File: src/rtl/i2s_receiver.sv
// ============================================================================
// i2s_receiver
// ----------------------------------------------------------------------------
// Receive end of the I2S serial audio link. It samples word_select and
// sound_bit_in on every rising serial_clk, rebuilds the left and right PCM
// words, and hands each complete stereo pair to downstream logic as a
// one-cycle-valid parallel frame. Framing problems are reported through
// short_word (a slot shorter than DATA_WIDTH) and sync_lost (a slot longer
// than MAX_SLOT_BITS). locked shows whether the receiver is aligned to the
// frame structure.
//
// Parameters
//   DATA_WIDTH     bits kept per channel, MSB first; further slot bits drop
//   MAX_SLOT_BITS  longest legal slot; one more bit without a word_select
//                  transition is treated as loss of sync
//
// Ports
//   serial_clk    in   bit clock; all logic on its rising edge
//   reset         in   asynchronous, active-high reset
//   word_select   in   0 = left slot, 1 = right slot
//   sound_bit_in  in   serial data, MSB first, one bit after word_select
//   left_sample   out  last complete left word
//   right_sample  out  last complete right word
//   sample_valid  out  one-cycle pulse; both words updated together
//   short_word    out  qualifies sample_valid: a slot of the frame was short
//   sync_lost     out  one-cycle pulse on slot overrun
//   locked        out  high whenever the receiver is not acquiring
// ============================================================================
module i2s_receiver #(
    parameter int DATA_WIDTH    = 16,
    parameter int MAX_SLOT_BITS = 32
) (
    input  logic                  serial_clk,
    input  logic                  reset,
    input  logic                  word_select,
    input  logic                  sound_bit_in,
    output logic [DATA_WIDTH-1:0] left_sample,
    output logic [DATA_WIDTH-1:0] right_sample,
    output logic                  sample_valid,
    output logic                  short_word,
    output logic                  sync_lost,
    output logic                  locked
);

    // Wide enough to hold MAX_SLOT_BITS itself.
    localparam int CW = $clog2(MAX_SLOT_BITS + 1);

    typedef enum logic [1:0] {
        ACQUIRE = 2'd0,
        LEFT    = 2'd1,
        RIGHT   = 2'd2
    } state_t;

    // ------------------------------------------------------------------
    // State
    // ------------------------------------------------------------------
    state_t                state_q;
    logic                  ws_prev_q;      // word_select seen on the previous edge
    logic [CW-1:0]         cnt_q;          // bits received so far in this slot
    logic [DATA_WIDTH-1:0] shift_q;        // word being assembled for this slot
    logic [DATA_WIDTH-1:0] left_word_q;    // finished left word awaiting its right
    logic                  frame_short_q;  // left slot of this frame was short

    logic [DATA_WIDTH-1:0] left_sample_q;
    logic [DATA_WIDTH-1:0] right_sample_q;
    logic                  sample_valid_q;
    logic                  short_word_q;
    logic                  sync_lost_q;
    logic                  locked_q;

    // ------------------------------------------------------------------
    // Per-edge decode
    // ------------------------------------------------------------------
    logic                  ws_rise;
    logic                  ws_fall;
    logic [CW-1:0]         cnt_d;          // slot bit count including this edge
    logic [DATA_WIDTH-1:0] bit_mask;       // one-hot position for this bit
    logic [DATA_WIDTH-1:0] slot_word_d;    // slot word including this edge's bit
    logic                  slot_short_d;   // slot ended before DATA_WIDTH bits
    logic                  overrun_d;

    // The bit sampled on a transition edge still belongs to the old slot, so
    // every edge adds its bit to the current slot before any state change.
    assign ws_rise = word_select & ~ws_prev_q;
    assign ws_fall = ~word_select & ws_prev_q;

    // Saturating count: the slot is abandoned at MAX_SLOT_BITS, but the
    // counter must never wrap to a small value if that ever slips.
    assign cnt_d = (cnt_q == CW'(MAX_SLOT_BITS)) ? cnt_q : cnt_q + CW'(1);

    // Bit n of the slot lands at word position DATA_WIDTH-1-n. Once the count
    // passes DATA_WIDTH no mask bit matches, which drops the extra bits. The
    // assembly register starts each slot at zero, so a short slot comes out
    // left-justified with zero-filled LSBs without any extra shifting.
    for (genvar gi = 0; gi < DATA_WIDTH; gi++) begin : g_bit_mask
        assign bit_mask[gi] = (cnt_q == CW'(DATA_WIDTH - 1 - gi));
    end

    assign slot_word_d  = shift_q | (sound_bit_in ? bit_mask : '0);
    assign slot_short_d = (cnt_d < CW'(DATA_WIDTH));

    // A transition on the edge that would reach the limit wins: the slot is
    // exactly MAX_SLOT_BITS long and is legal.
    assign overrun_d = (cnt_d == CW'(MAX_SLOT_BITS));

    // ------------------------------------------------------------------
    // Receiver FSM with registered outputs
    // ------------------------------------------------------------------
    always_ff @(posedge serial_clk or posedge reset) begin
        if (reset) begin
            state_q        <= ACQUIRE;
            ws_prev_q      <= 1'b0;
            cnt_q          <= '0;
            shift_q        <= '0;
            left_word_q    <= '0;
            frame_short_q  <= 1'b0;
            left_sample_q  <= '0;
            right_sample_q <= '0;
            sample_valid_q <= 1'b0;
            short_word_q   <= 1'b0;
            sync_lost_q    <= 1'b0;
            locked_q       <= 1'b0;
        end else begin
            ws_prev_q      <= word_select;
            sample_valid_q <= 1'b0;
            sync_lost_q    <= 1'b0;

            case (state_q)
                ACQUIRE: begin
                    // Only the start of a left slot gives a clean frame
                    // boundary; everything before it is ignored.
                    if (ws_fall) begin
                        state_q       <= LEFT;
                        cnt_q         <= '0;
                        shift_q       <= '0;
                        frame_short_q <= 1'b0;
                        locked_q      <= 1'b1;
                    end
                end

                LEFT: begin
                    if (ws_rise) begin
                        left_word_q   <= slot_word_d;
                        frame_short_q <= slot_short_d;
                        cnt_q         <= '0;
                        shift_q       <= '0;
                        state_q       <= RIGHT;
                    end else if (overrun_d) begin
                        // Output words are left alone; only the frame in
                        // progress is abandoned.
                        sync_lost_q <= 1'b1;
                        locked_q    <= 1'b0;
                        cnt_q       <= '0;
                        shift_q     <= '0;
                        state_q     <= ACQUIRE;
                    end else begin
                        shift_q <= slot_word_d;
                        cnt_q   <= cnt_d;
                    end
                end

                RIGHT: begin
                    if (ws_fall) begin
                        // End of the right slot closes the frame; the
                        // falling edge also starts the next left slot.
                        left_sample_q  <= left_word_q;
                        right_sample_q <= slot_word_d;
                        sample_valid_q <= 1'b1;
                        short_word_q   <= frame_short_q | slot_short_d;
                        frame_short_q  <= 1'b0;
                        cnt_q          <= '0;
                        shift_q        <= '0;
                        state_q        <= LEFT;
                    end else if (overrun_d) begin
                        sync_lost_q <= 1'b1;
                        locked_q    <= 1'b0;
                        cnt_q       <= '0;
                        shift_q     <= '0;
                        state_q     <= ACQUIRE;
                    end else begin
                        shift_q <= slot_word_d;
                        cnt_q   <= cnt_d;
                    end
                end

                default: begin
                    locked_q <= 1'b0;
                    cnt_q    <= '0;
                    shift_q  <= '0;
                    state_q  <= ACQUIRE;
                end
            endcase
        end
    end

    assign left_sample  = left_sample_q;
    assign right_sample = right_sample_q;
    assign sample_valid = sample_valid_q;
    assign short_word   = short_word_q;
    assign sync_lost    = sync_lost_q;
    assign locked       = locked_q;

endmodule

File: config.mk
export PLATFORM = sky130hd
export DESIGN_NAME = i2s_receiver
export DESIGN_NICKNAME = d
export VERILOG_FILES = /design/src/rtl/i2s_receiver.sv
export SDC_FILE = /design/constraint.sdc
export NUM_CORES = 1
export LEC_CHECK = 0
export CELL_PAD_IN_SITES_DETAIL_PLACEMENT = 0
export CELL_PAD_IN_SITES_GLOBAL_PLACEMENT = 2
export CORE_UTILIZATION = 35
export DETAILED_ROUTE_END_ITERATION = 16
export GPL_ROUTABILITY_DRIVEN = 0
export PLACE_DENSITY = 0.89
export SLEW_MARGIN = 20
export SYNTH_ARGS = -nofsm -noshare
export SYNTH_HDL_FRONTEND = slang
export SYNTH_SLANG_ARGS = --single-unit
File: constraint.sdc
create_clock -name serial_clk -period 2.8 [get_ports serial_clk]
set_input_delay 0.28 -clock serial_clk [delete_from_list [all_inputs] [get_ports serial_clk]]
set_output_delay 0.28 -clock serial_clk [all_outputs]
set_load 0.03 [all_outputs]
## Word-level counts from Yosys, hierarchy flattened

Index checks and enable logic that the tools add are counted.

- $add $sub $neg: 1
- $lt $le $gt $ge: 1
- Equality and inequality tests: 24
- Multiplexer cells: 31
- Bitwise operators: 6
- Reductions and logical operators: 8

Operators with widths:

| operator | number |
|---|---|
| 16-bit two-way mux | 5 |
| 6-bit by 4-bit == test with 1-bit output (second input constant) | 8 |
| 16-bit case mux with 3 select lines | 1 |
| 6-bit two-way mux | 5 |
| 6-bit by 3-bit == test with 1-bit output (second input constant) | 4 |
| 6-bit case mux with 3 select lines | 1 |
| 16-bit bitwise OR | 1 |
| 6-bit by 2-bit == test with 1-bit output (second input constant) | 2 |
| 6-bit == test (second input constant) | 2 |
| 1-bit two-way mux | 11 |
| 2-bit two-way mux | 4 |
| 2-bit != test (second input constant) | 4 |
| 6-bit by 1-bit adder with 6-bit output (second input constant) | 1 |
| 6-bit by 1-bit == test with 1-bit output (second input constant) | 1 |
| 6-bit logical NOT | 1 |
| 6-bit by 5-bit less-than comparator with 1-bit output (second input constant) | 1 |
| 2-bit case mux with 3 select lines | 1 |
| 3-bit AND reduction | 2 |
| 1-bit case mux with 2 select lines | 2 |
| 2-bit AND reduction | 2 |
| 1-bit case mux with 3 select lines | 1 |
| 1-bit AND | 2 |
| 2-bit by 1-bit == test with 1-bit output (second input constant) | 1 |
| 2-bit == test (second input constant) | 1 |
| other kinds (6) | 7 |

- Flip-flop bits (word level): 78
- Input port bits: 4

## Logic depth before layout (Yosys ltp)

Gate-level depths: netlist of the first run.

- Depth in word-level cells: 6
- Depth in mapped cells: 9

## Worst setup path after synthesis of the first run

Ideal clock, no wire load.

- Path type: register to register
- Start point: reg cnt_q[0]
- End point: reg shift_q[0]
- Data arrival time: 1.869 ns
- Required time: 2.682 ns
- Setup slack: 0.813 ns
- Stages on the path, launching flop included: 10
- Buffers on the path: 2
- Cell sequence: dfrtp_1 buf_4 inv_1 ha_1 nand3b_4 nor4_4 o2111ai_4 o31ai_4 buf_6 nor2_2

- Word-level cells in the longest chain between the ends: 6
- Elaborated cells between the ends (all ways): 11

RTL lines:

| item | line | text |
|---|---|---|
| start: declaration | 59 | `logic [CW-1:0] cnt_q;` |
| start signal: assignment | 158 | `cnt_q <= cnt_d;` |
| start signal: assignment | 182 | `cnt_q <= cnt_d;` |
| 6-bit by 1-bit adder with 6-bit output (tied with other cells) | 89 | `assign cnt_d = (cnt_q == CW'(MAX_SLOT_BITS)) ? cnt_q : cnt_q + CW'(1);` |
| 6-bit two-way mux or 16-bit two-way mux (tied branches) | 89, 99 |  |
| 6-bit == test or 16-bit bitwise OR (tied branches) | 104, 99 |  |
| 16-bit two-way mux * | 148, 174 |  |
| 16-bit two-way mux, on equally long branches | 163, 142 |  |
| 16-bit case mux with 3 select lines * | 128 | `case (state_q)` |
| end signal: assignment | 157 | `shift_q <= slot_word_d;` |
| end signal: assignment | 181 | `shift_q <= slot_word_d;` |
| end: declaration | 60 | `logic [DATA_WIDTH-1:0] shift_q;` |

Mark *: on every way between the ends. The rest lies on a longest branch, timed or not.
A chain may end at the register's enable or synchronous reset.

## Final worst setup path of the first run

- Start point: reg cnt_q[0]
- End point: reg shift_q[11]

- Word-level cells in the longest chain between the ends: 6
- Elaborated cells between the ends (all ways): 11

RTL lines:

| item | line |
|---|---|
| 6-bit by 1-bit adder with 6-bit output (tied with other cells) | 89 |
| 6-bit two-way mux or 16-bit two-way mux (tied branches) | 89, 99 |
| 6-bit == test or 16-bit bitwise OR (tied branches) | 104, 99 |
| 16-bit two-way mux * | 148, 174 |
| 16-bit two-way mux, on equally long branches | 163, 142 |
| 16-bit case mux with 3 select lines * | 128 |

Marked as above.

==> out/metrics.cfg, run 1 <==
[floorplan]
start_util_pct=36.2
pin_count=40
dieArea_sq_um=10600
rows=36
fp.dieW_um=103
chipHeight_um=103
core_sq_um=9820

[min_path]
hold_class=input pin to async pin

[global_route]
use_met3_pct=3.66
gr-max-usage-layer=met2
grt_pass1_vias=2533
antenna_found_initial=0
use_met2_pct=24.7
grt_pass1_wl_um=12500
grt_max_degree=51
grt-ovfl-total=0
grt_use_met1_pct=21.0
track_usage_pct=15.8

[cts]
cts_made_buffers=9
clk_latency_ns=0.35
clock_sinks=78
post_cts_buffers=0
clock-root-buffer=clkbuf_8
h-tree-depth=3
hold_buffers=0
ctsResizeCount=0
clk_pin_slew_worst_paths_ns=0.08
cts_tree=done
cts_buffer_depth=2

[yosys]
netlist.area_leader.share_pct=54.9
ys_ff_latch=78
ys_types=50
syn_area_sq_um=3550
synth_cells=365
netlist_top_cells_count=91 x nand2_1, 78 x dfrtp_1, 37 x o21ai_0
synthArstFlopShare_pct=100
ys.flop_type=dfrtp_1
post-synth-top-count-cell=nand2_1
ys_seq_area_share_pct=54.9
synth_nets=377
synth_edf_count=0
synth_area_leaders=dfrtp_1 55%, nand2_1 9.6%, o21ai_0 5.2%
synth.largest_area_cell=dfrtp_1
yosysWarnings=0
synth.avg_cell_area_sq_um=9.74

[timing]
tightest_slew_ns=0.653
fin_crit_sh_pct=80.3
hold_viol_final=0
finalSetupViolCount=0
skew_ns=0.0112
slew-limit-headroom_pct=56.4
fin_hold_ws_ns=0.254
fin_crit_ns=2.25
tns_ns=0
maxSlewViolCount=0
rsz0062_at_grt=false
fmax_mhz=445

[worst_setup_path]
crit_path_max_fanout=16
crit_path_start_kind=register
required_ns=3.03
crit_path_end_kind=register
worstPathArrival_ns=2.47
path_class=register to register

[cells_and_area]
antennaDiodeCount=0
area_delta_synth_final_pct=20.4
drive_above_1_share_pct=11.4
final_cells=536
layout.nets=410

[routing]
drt.antenna.violating_nets=0
drt_pass1_iterations=4
wirelength_um=7310
wire_per_inst_um=13.6
num_vias=2556
viasPerCell=4.77
drt_iter0_markers=148
drc=0

[place]
place_inst=520
hpwl_um=5120
port_buffers=39

[power]
p_per_area_nw_per_um2=715
peakVddDrop_mv=0.298
p_leak_nw=1.88

[outcome]
status=finished clean

[run]
maxCapViolCount=0

-- layout make-up --
type / instances / area, sq um
Tap cell: 133 / 166
Multi-Input combinational cell: 254 / 1450
Sequential cell: 78 / 1950
Clock inverter: 6 / 93.8
Timing Repair Buffer: 46 / 455
Fill cell: 998 / 5540
Clock buffer: 10 / 128
Inverter: 9 / 33.8
-- stage by stage --
step	cell area, sq um	total power, W	util [%]	setup slack [ns]
6_report	4280	0.00306	43.6	0.553
2_1_floorplan	3550	0.00193	-	0.525
5_1_grt	4280	0.00322	43.6	0.371
3_3_place_gp	4060	0.00212	41.3	0.615
3_5_place_dp	4060	0.00215	41.3	0.568
4_1_cts	4280	0.00309	43.6	0.543
-- final timing paths --
| kind | start | end | slack [ns] | cells past startpoint |
|---|---|---|---|---|
| min in group serial_clk | word_select | ws_prev_q | 0.45 | 1 |
| worst max-delay path | cnt_q[0] | shift_q[11] | 0.55 | 7 |
| worst min-delay path | reset | left_word_q[0] | 0.25 | 2 |
| worst max register to register | cnt_q[0] | shift_q[11] | 0.55 | 7 |
| max in group asynchronous | reset | right_sample[10] | 1.87 | 3 |
| worst min register to register | left_word_q[4] | left_sample[4] | 0.47 | 2 |
-- cell usage in the layout (no fill, tap or decap), types with 3 or more instances in the layout --
cell             count
nor2_2              11
dfrtp_1             78
nor3_1               5
nor2_1              13
and2_1               6
inv_1                7
clkdlybuf4s50_1     39
nor2b_1              3
o31a_1               3
ha_1                 8
o21ai_0             37
a31oi_1              5
nand2_1             91
buf_4                6
clkbuf_8             9
a21oi_1             34
-- cell families after synthesis --
logic type      Yosys count  share of synthesized area [%]
flops                    78                           54.9
buf+inv                  33                           4.33
fa+ha+maj                 8                           2.82
simple gates            146                           19.5
compound gates           98                           17.7
xor+xnor                  2                          0.704
-- per-layer routing --
metal	vias up	share of wire [%]	wire, um
li1	1302	-	-
met2	39	47	3430
met5	-	0	0
met3	9	3.2	233
met1	1206	48	3540
met4	0	1.6	114
-- flip-flops by register name (all words and copies together), names as in the netlist, 2 cells and up --
register	cells
left_sample	16
left_word_q	16
right_sample	16
shift_q	16
cnt_q	6
state_q	2
-- critical path, stage by stage, from the launching register on --
cell and delay (ns):
dfrtp_1 0.60, ha_1 0.30, nand3_2 0.11, xor2_2 0.30
o2111ai_4 0.22, o31ai_4 0.25, buf_4 0.28, nor2_1 0.08
-- where the power goes --
group	internal [W]	total (W)	switching (W)	leakage, nW
Sequential	0.00121	0.00128	0.0000746	1.08
Clock	0.000510	0.000939	0.000429	0.107
Combinational	0.000298	0.000836	0.000537	0.693
Total	0.00202	0.00306	0.00104	1.88
Power figures use the tool's default switching activity.
==> run 2, diff against run 1 <==
clock period = 2.25 ns   (was 2.8 ns; I/O delays follow)
==> run 2 against run 1 <==
Net effect: final area is 2.8% higher; combinational power rose by 35%; via count grew 2.3%; critical path type unchanged; largest cell class unchanged; largest power group unchanged.
==> out/metrics.cfg, run 2 (same netlist as run 1, synthesis figures left out) <==
[outcome]
status=finished clean

[timing]
fmax_mhz=490  ; +10%
hold_viol_final=0  ; unchanged
tns_ns=0  ; unchanged
fin_crit_sh_pct=90.8  ; +11 points
rsz0062_at_grt=false
skew_ns=0.00986  ; -0.00136 ns
fin_crit_ns=2.04  ; -0.205 ns
maxSlewViolCount=0  ; unchanged
tightest_slew_ns=0.458  ; -0.195 ns
finalSetupViolCount=0  ; unchanged
slew-limit-headroom_pct=69.3  ; +13 points

[worst_setup_path]
crit_path_max_fanout=6  ; -10
crit_path_end_kind=register
required_ns=2.49  ; -0.54 ns
worstPathArrival_ns=2.29  ; -0.18 ns
crit_path_start_kind=register
path_class=register to register

[place]
port_buffers=39  ; unchanged
post_dp_cell_area_sq_um=4120  ; +1.6%
hpwl_um=4990  ; -2.7%

[cts]
post_cts_buffers=0  ; unchanged
cts_buffer_depth=2  ; unchanged
clk_pin_slew_worst_paths_ns=0.09  ; about the same
clock-root-buffer=clkbuf_8
clk_latency_ns=0.36  ; about the same
ctsResizeCount=0  ; unchanged
clock_sinks=78  ; unchanged
h-tree-depth=3  ; unchanged
cts_tree=done
hold_buffers=0  ; unchanged
cts_made_buffers=9  ; unchanged

[global_route]
grt_pass1_wl_um=12100  ; -3.0%
grt_max_degree=79  ; +55%
antenna_found_initial=0  ; unchanged
gr-max-usage-layer=met2
use_met2_pct=23.3  ; -1.4 points
grt-ovfl-total=0  ; unchanged
use_met3_pct=3.66  ; unchanged
track_usage_pct=15.0  ; -0.72 points
grt_pass1_vias=2491  ; -1.7%
grt_use_met1_pct=20.5  ; -0.56 points

[power]
swShare_pct=31.4  ; -2.6 points
p_clk_share_pct=34.4  ; +3.7 points
p_per_area_nw_per_um2=941  ; +32%
peakVddDrop_mv=0.426  ; +43%
seqPwrFrac_pct=38.2  ; -3.8 points
p_int_w=0.00284  ; +41%
p_switching_w=0.00130  ; +25%
comb_power_share_pct=27.4  ; about the same
p_leak_nw=1.95  ; +3.7%

[routing]
drt_iter0_markers=121  ; -18%
drt_pass1_iterations=4  ; unchanged
num_vias=2616  ; +2.3%
drc=0  ; unchanged
wirelength_um=7170  ; -1.9%
drt.antenna.violating_nets=0  ; unchanged
viasPerCell=4.82  ; +1.0%
wire_per_inst_um=13.2  ; -3.1%

[floorplan]
core_sq_um=9820  ; unchanged
fp.dieW_um=103  ; unchanged
dieArea_sq_um=10600  ; unchanged
chipHeight_um=103  ; unchanged
rows=36  ; unchanged
pin_count=40  ; unchanged
start_util_pct=36.2  ; unchanged

[run]
maxCapViolCount=0  ; unchanged

[cells_and_area]
final_cell_mix=91 x nand2_1, 78 x dfrtp_1, 39 x clkdlybuf4s50_1
layout.nets=417  ; +1.7%
area_delta_synth_final_pct=23.8
drive_above_1_share_pct=13.2  ; +1.8 points
antennaDiodeCount=0  ; unchanged
fin_area_sq_um=4400  ; +2.8%
mostFrequentLayoutCell=nand2_1

[min_path]
hold_class=input pin to async pin

[run 2: cell types whose count changed in the layout (fill, tap and decap cells not counted), sizes merged]
cell and change:
buf +7, bufinv +2, clkinv -1, clkinvlp -1
[run 2: final timing paths]
check                                    start          endpoint  slack (ns)  depth (start not counted)
worst max-delay path                  cnt_q[1]        state_q[1]        0.21                          6
worst min-delay path                     reset    left_sample[1]        0.25                          3
worst max register to register        cnt_q[1]        state_q[1]        0.21                          6
worst min register to register  left_word_q[3]    left_sample[3]        0.46                          2
max in group asynchronous                reset  right_sample[11]        1.65                          3
min in group serial_clk            word_select         ws_prev_q        0.41                          1
[run 2: stage by stage]
stage          setup WS [ns]  hold slack, ns  power, W  utilization, %  instances
2_1_floorplan         0.0300           0.256   0.00240               -        365
3_3_place_gp           0.236           0.454   0.00273            42.0        527
3_5_place_dp           0.205           0.458   0.00274            42.0        527
4_1_cts                0.198           0.284   0.00418            44.8        543
5_1_grt               0.0615           0.322   0.00435            44.8        543
6_report               0.207           0.252   0.00414            44.8        543
[run 2: critical path, stage by stage (launching register included)]
cell and delay (ns):
dfrtp_1 0.47, ha_1 0.27, nand3_2 0.12, xor2_2 0.28
o2111ai_4 0.21, or2_1 0.28, a221o_1 0.30
[run 2: metal layers]
layer	wire length [um]	vias up
met5	0	-
met4	103	0
met3	290	8
met2	3310	56
met1	3470	1242
li1	-	1310
[run 2: final cells by class]
type	instances	area [sq um]
inverter	9	33.8
sequential	78	1950
clock buffer	10	138
timing repair buffer	53	520
tap	133	166
multi-input combinational	254	1450
clock inverter	6	140
fill	1002	5420
[run 2: power groups by stage]
stage | logic (W) | clock network, W | registers (W)
finish | 0.00113 | 0.00143 | 0.00158
global route | 0.00125 | 0.00150 | 0.00160
CTS | 0.00114 | 0.00146 | 0.00158
detailed placement | 0.00113 | 0 | 0.00161
global placement | 0.00112 | 0 | 0.00160
floorplan | 0.000735 | 0 | 0.00167
==> run 3, diff against run 2 <==
SKIP_LAST_GASP = 1   (was unset)
==> results of run 3 <==
Final layout, timing and power as in run 2 (identical DEF).
